--- src/rtl/score_digits.sv ---
// score_digits: score keeper and glyph-ROM address feeder.
// Holds the left/right player scores, detects point edges, and maps the
// raster position onto glyph column/row/value for each score's box. The
// glyph ROM adds one registered cycle; pixel_en is delayed to match it.
//
// Ports:
//   clk, rst_n              clock, asynchronous active-low reset
//   hpos, vpos              raster position (10 bits each)
//   point_left/right        level inputs, rising edge = point scored
//   clear                   synchronous score clear (new game)
//   digit_xpos/ypos/value   glyph column 0..2, row 0..4, digit 0..9 to ROM
//   pixel_en                ROM output of next cycle belongs to a digit box
//   score_left/right        live scores
//   game_over               set once either score reaches WIN_SCORE
module score_digits #(
  parameter int LEFT_X     = 256,
  parameter int RIGHT_X    = 352,
  parameter int TOP_Y      = 16,
  parameter int SCALE_LOG2 = 3,
  parameter int WIN_SCORE  = 9
) (
  input  logic       clk,
  input  logic       rst_n,
  input  logic [9:0] hpos,
  input  logic [9:0] vpos,
  input  logic       point_left,
  input  logic       point_right,
  input  logic       clear,
  output logic [1:0] digit_xpos,
  output logic [2:0] digit_ypos,
  output logic [3:0] digit_value,
  output logic       pixel_en,
  output logic [3:0] score_left,
  output logic [3:0] score_right,
  output logic       game_over
);

  localparam int BOX_W = 3 << SCALE_LOG2;
  localparam int BOX_H = 5 << SCALE_LOG2;

  // Box bounds held one bit wider than the raster so the end limits cannot wrap.
  localparam logic [10:0] L_X0 = 11'(LEFT_X);
  localparam logic [10:0] L_X1 = 11'(LEFT_X + BOX_W);
  localparam logic [10:0] R_X0 = 11'(RIGHT_X);
  localparam logic [10:0] R_X1 = 11'(RIGHT_X + BOX_W);
  localparam logic [10:0] Y0   = 11'(TOP_Y);
  localparam logic [10:0] Y1   = 11'(TOP_Y + BOX_H);
  localparam logic [3:0]  WIN  = 4'(WIN_SCORE);

  logic       prev_l, prev_r;
  logic       ev_l, ev_r;
  logic [3:0] next_l, next_r;
  logic [3:0] shadow_l, shadow_r;
  logic       in_box_d1;

  logic [10:0] h_ext, v_ext;
  logic        in_y, in_l, in_r;
  logic [10:0] off_x, off_y;
  logic [3:0]  sel_value;

  // ---------------- score keeping ----------------
  assign ev_l = point_left  & ~prev_l;
  assign ev_r = point_right & ~prev_r;

  // Saturate at WIN_SCORE as a belt-and-braces guard; game_over normally
  // freezes the scores before they could go further.
  assign next_l = score_left  + {3'b000, ev_l && (score_left  != WIN)};
  assign next_r = score_right + {3'b000, ev_r && (score_right != WIN)};

  always_ff @(posedge clk or negedge rst_n) begin
    if (!rst_n) begin
      prev_l      <= 1'b0;
      prev_r      <= 1'b0;
      score_left  <= 4'd0;
      score_right <= 4'd0;
      game_over   <= 1'b0;
    end else begin
      prev_l <= point_left;
      prev_r <= point_right;
      if (clear) begin
        score_left  <= 4'd0;
        score_right <= 4'd0;
        game_over   <= 1'b0;
      end else if (!game_over) begin
        score_left  <= next_l;
        score_right <= next_r;
        game_over   <= (next_l == WIN) || (next_r == WIN);
      end
    end
  end

  // Displayed scores only change at frame start to avoid tearing.
  always_ff @(posedge clk or negedge rst_n) begin
    if (!rst_n) begin
      shadow_l <= 4'd0;
      shadow_r <= 4'd0;
    end else if (hpos == 10'd0 && vpos == 10'd0) begin
      shadow_l <= score_left;
      shadow_r <= score_right;
    end
  end

  // ---------------- box decode ----------------
  assign h_ext = {1'b0, hpos};
  assign v_ext = {1'b0, vpos};
  assign in_y  = (v_ext >= Y0) && (v_ext < Y1);
  assign in_l  = in_y && (h_ext >= L_X0) && (h_ext < L_X1);
  // Left box takes precedence if a configuration makes the boxes overlap.
  assign in_r  = in_y && !in_l && (h_ext >= R_X0) && (h_ext < R_X1);

  always_comb begin
    off_x     = 11'd0;
    off_y     = 11'd0;
    sel_value = 4'd0;
    if (in_l) begin
      off_x     = h_ext - L_X0;
      off_y     = v_ext - Y0;
      sel_value = shadow_l;
    end else if (in_r) begin
      off_x     = h_ext - R_X0;
      off_y     = v_ext - Y0;
      sel_value = shadow_r;
    end
  end

  // ---------------- pipeline ----------------
  always_ff @(posedge clk or negedge rst_n) begin
    if (!rst_n) begin
      digit_xpos  <= 2'd0;
      digit_ypos  <= 3'd0;
      digit_value <= 4'd0;
      in_box_d1   <= 1'b0;
      pixel_en    <= 1'b0;
    end else begin
      digit_xpos  <= 2'(off_x >> SCALE_LOG2);
      digit_ypos  <= 3'(off_y >> SCALE_LOG2);
      digit_value <= sel_value;
      in_box_d1   <= in_l | in_r;
      pixel_en    <= in_box_d1;
    end
  end

endmodule

--- config.mk ---
export PLATFORM = sky130hd
export DESIGN_NAME = score_digits
export DESIGN_NICKNAME = d
export VERILOG_FILES = /design/src/rtl/score_digits.sv
export SDC_FILE = /design/constraint.sdc
export NUM_CORES = 1
export LEC_CHECK = 0
export ABC_AREA = 0
export CORE_ASPECT_RATIO = 2
export CORE_MARGIN = 10
export CORE_UTILIZATION = 40
export DETAILED_ROUTE_END_ITERATION = 10
export HOLD_SLACK_MARGIN = 0.1
export PLACE_DENSITY = 0.82
export SYNTH_ARGS = -nofsm -noshare
export SYNTH_HDL_FRONTEND = slang
export SYNTH_SLANG_ARGS = --single-unit
--- constraint.sdc ---
create_clock -name clk -period 4.5 [get_ports clk]
set_input_delay 0.9 -clock clk [delete_from_list [all_inputs] [get_ports clk]]
set_output_delay 0.9 -clock clk [all_outputs]
set_load 0.005 [all_outputs]
# == After elaboration in Yosys (flattened, before gate mapping) ==
# Index checks and enable logic that the tools add are counted.
# classes
eq_ne,5
bitwise_logic,5
mux,12
add_sub_neg,5
n_reduce_logical,13
magnitude_cmp,6
# ops
op,n
$mux 4,6
$ge 10x9->1 const B,2
$logic_not 10->1,2
$lt 10x9->1 const B,2
$mux 6,2
$ge 10x5->1 const B,1
$lt 10x6->1 const B,1
$mux 5,2
$sub 5x1->5 const B,2
$logic_and 1x1->1,9
$add 4x1->4,2
$eq 4x4->1 const B,2
$ne 4x4->1 const B,2
$sub 6x5->6 const B,1
$and 1x1->1,2
$mux 1,2
$ne 2x2->1 const B,1
$not 1->1,2
$logic_not 1->1,1
$logic_or 1x1->1,1
$or 1x1->1,1
# word_totals
input_bits,25
reg_bits,30
wordCells,58
output_inout_bits,19

# == Logic depth before layout (Yosys ltp) ==
# depth
ltp_word,10
mapped_depth,8
depth_no_buf,8

# == Worst setup path before layout ==
# Ideal clock, no wire load.
# synth_timing
path_kind,input -> register
startpoint,in point_left
endpoint,reg game_over
setup_time_ps,78
required_ps,4422
path_slack_ps,2334
t_arrival_ps,2089
path_buffers,0
cell_stages,7
cell_sequence,nor3b_1 -> ha_1 -> ha_1 -> nand2b_1 -> nor4b_1 -> nor3_1 -> a21oi_1
# synth_between
elab_chain_cells,7
# synth_rtl
item,line,rtl
from (decl),26,"input logic point_left,"
$and 1x1->1,62,assign ev_l = point_left & ~prev_l;
$logic_and 1x1->1,67,"assign next_l = score_left + {3'b000, ev_l && (score_left != WIN)};"
$add 4x1->4,67,
$eq 4x4->1,87,game_over <= (next_l == WIN) || (next_r == WIN);
$logic_or 1x1->1,87,
$mux 1,84,end else if (!game_over) begin
$mux 1,80,if (clear) begin
to (signal assigned),87,
to (decl),35,output logic game_over
# No other way between the ends.
# A chain may end at the register's enable or synchronous reset.

# == Worst setup path after layout ==
# Same ends and word-level chain as after synthesis.

==> metrics.txt <==
Hold Path Class register to register; total power approximately 0.55 mW; sequential cell area fraction in the yosys report 52.7%; Distinct cells, synth 30; fin crit period between 2000 and 3000 ps; RSZ-0062 raised after global routing false; area leader, netlist dfrtp_1; run status complete, no violations; CTS tree done; maximum vdd drop between 0.2 and 0.3 mV; Die Wd a little over 60 um; syn_nets 150; per-cell routed wire length 15.8 um; FF/Latch Area 751 sq um; clock tree root driver cell clkbuf_8; Setup TNS 0 ps; Post-Route Skew 5.10 ps; fmax 393 MHz; Final Hold Vio Count 0; setup bufs post-CTS 0; setup violators final 0; crit path from point_left; post-synthesis cell area around 1400 sq um; Global Route Usage Sum 11.0%; Port Buf Inserts 43; router iterations before antenna repair 4; # Max-Cap Violations 0; Final GP Congestion 0.775; Die H 104 um; Num CTS Buffers 5; FF-to-FF End game_over; Final ANT Viol Nets 0; main area contributors after synthesis dfrtp_1 (53%), ha_1 (7.0%), mux2_2 (6.3%), nor2_1 (4.5%), mux2i_1 (2.8%); DR vias/cell 4.96; area of the multi-input gates ~660 sq um; GRT Residual Overflow 0; initial antenna violation count 0; leakage power about 0.85 nW; critical-path maximum fanout 3; final WL 3.39 mm; fill count 283; clk buf depth 2; clock latency at the later pin of the worst-skew pair 280 ps; Synth Warn # 0; Core Area 3420 sq um; global-route wire length before repair 5.76 mm; pin count of the biggest net entering global routing 27; Hold WS 346 ps; Clock H-tree levels 2; Hold Buf Count CTS 0; Required @ worst endpoint 4700 ps; Row Count 30; Critical Path Most Common Cell ha_1; R2R depth 8; clk sinks 30; RR Startpoint score_left[3]; Tcrit/Tclk final 56.6%; Starting Density 41.7%; area grow syn2layout 40.8%; CP Launch Type input port; Crit path largest cell delay roughly 470 ps; nets@finish 199; Clk pin slew, worst setup/hold paths 60 ps; ant diodes 0; vias in the first global route between 1000 and 1500; Worst-Margin Slew between 1000 and 1500 ps; pwr dens 274 nW/um^2; PostCTS Resize Cnt 0; drt drc 0; io pins 44; synthesized area per cell 12.2 sq um; Slew Limit Fails 0; Crit. End Element register; CP Class input port to register; post-DP HPWL 2.74 mm; DRT iter0 DRCs 14; share of layout cells above drive strength 1 between 10% and 20%; share of the synthesized area in the top cell type 52.7%; R2R Setup Slk approximately 2400 ps; Core Util, Final 58.8%; FF+latch count, synth 30; worst path cell trace clkdlybuf4s50_1, nor3b_1, ha_1, ha_1, nand2b_1, nor4b_1, nor3_1, a21oi_1; Critical Path End game_over; relative slew slack 27.6%; cell count after synthesis 117; crit path DAT between 2000 and 3000 ps; slowest stage cell, crit path clkdlybuf4s50_1; detailed-route via count between 1000 and 1500; die area about 6500 sq um
-- cells in the mapped netlist --
library cell / number
buf_1: 1
a211o_2: 1
nor4b_1: 2
nor4_1: 1
nor4_2: 1
nand2b_1: 1
nor2_1: 17
a21oi_1: 1
xnor2_1: 2
nand4b_1: 3
ha_1: 8
nor3_2: 2
nor2b_1: 2
dfrtp_1: 30
nor3b_1: 2
mux2_2: 8
nor2_4: 1
inv_1: 2
o32a_1: 1
a22oi_1: 5
nand4_1: 1
and2_1: 4
a2111oi_4: 1
nand2_1: 6
nor4bb_1: 2
mux2i_1: 4
nand4bb_1: 1
clkbuf_1: 1
nor3_1: 2
xor2_1: 4
-- through the flow --
stage	cells	worst slack [ps]	area, sq um
3_3_place_gp	207	1700	1920
6_report	215	1950	2010
3_5_place_dp	207	1660	1920
2_1_floorplan	117	2330	1430
4_1_cts	215	1960	2010
5_1_grt	215	1810	2010
-- logic make-up (layout without fill, tap and decap cells) --
group                    count (synthesis)  in the layout  share of synthesized area [%]
buffers and inverters                    4             54                           1.05
XOR/XNOR                                 6              6                           3.69
flip-flops                              30             30                           52.7
multiplexers                            12             12                           9.13
AO/OA/AOI/OAI                            9              9                           6.32
adder cells (fa/ha/maj)                  8              8                           7.02
AND/OR/NAND/NOR                         48             48                           20.1
-- critical path: cells and delay by family --
| kind | cells | cell delay [ps] |
|---|---|---|
| simple gates | 4 | 720 |
| compound gates | 1 | 150 |
| fa+ha+maj | 2 | 510 |
| buf+inv | 1 | 470 |
-- how the worst min path moves through the flow --
stage | startpoint | to | slack (ps) | cells past startpoint
after CTS | in_box_d1 | pixel_en | 350 | 0
after global routing | in_box_d1 | pixel_en | 360 | 0
after floorplan | in_box_d1 | pixel_en | 330 | 0
after global placement | in_box_d1 | pixel_en | 340 | 0
after detailed placement | in_box_d1 | pixel_en | 330 | 0
final | in_box_d1 | pixel_en | 350 | 0
-- flip-flops by register name (all words and copies together) (netlist names) --
signal	cells
digit_xpos	2
in_box_d1	1
digit_ypos	3
shadow_l	4
shadow_r	4
digit_value	4
pixel_en	1
score_left	4
prev_r	1
game_over	1
prev_l	1
score_right	4
-- cells in the final DEF, fill, tap and decap left out, drive strengths merged --
master,instances
a2111oi,1
nor4b,2
a22oi,5
nand2,6
a211o,1
and2,4
clkdlybuf4s50,43
ha,8
nor3b,2
nand4,1
clkbuf,7
a21oi,1
nor4bb,2
xor2,4
nand4b,3
nand2b,1
xnor2,2
dfrtp,30
mux2i,4
clkinv,1
nand4bb,1
nor3,4
inv,2
nor2b,2
o32a,1
mux2,8
nor2,18
buf,1
nor4,2
-- power by group --
part           leakage (nW)  total [mW]  switching (mW)  internal [mW]
registers             0.413       0.277         0.00375          0.273
clock network        0.0482       0.216          0.0934          0.123
logic                 0.385      0.0561          0.0247         0.0314
-- per-layer routing --
metal  vias up  global-route usage [%]  share of wire, %
li1        512                       -                 -
met1       511                    11.2                38
met5         -                       0                 0
met3         5                    3.78               5.9
met2        38                    19.6                55
met4         0                    4.44               1.5
-- area by class of cell --
cell class,instances,area share (%)
clock buffers,7,4.30
clock inverters,1,0.249
inverters,2,0.374
multi-input cells,83,32.9
flip-flops and latches,30,37.4
well taps,48,2.99
repair buffers,44,21.8
Power figures use the tool's default switching activity.
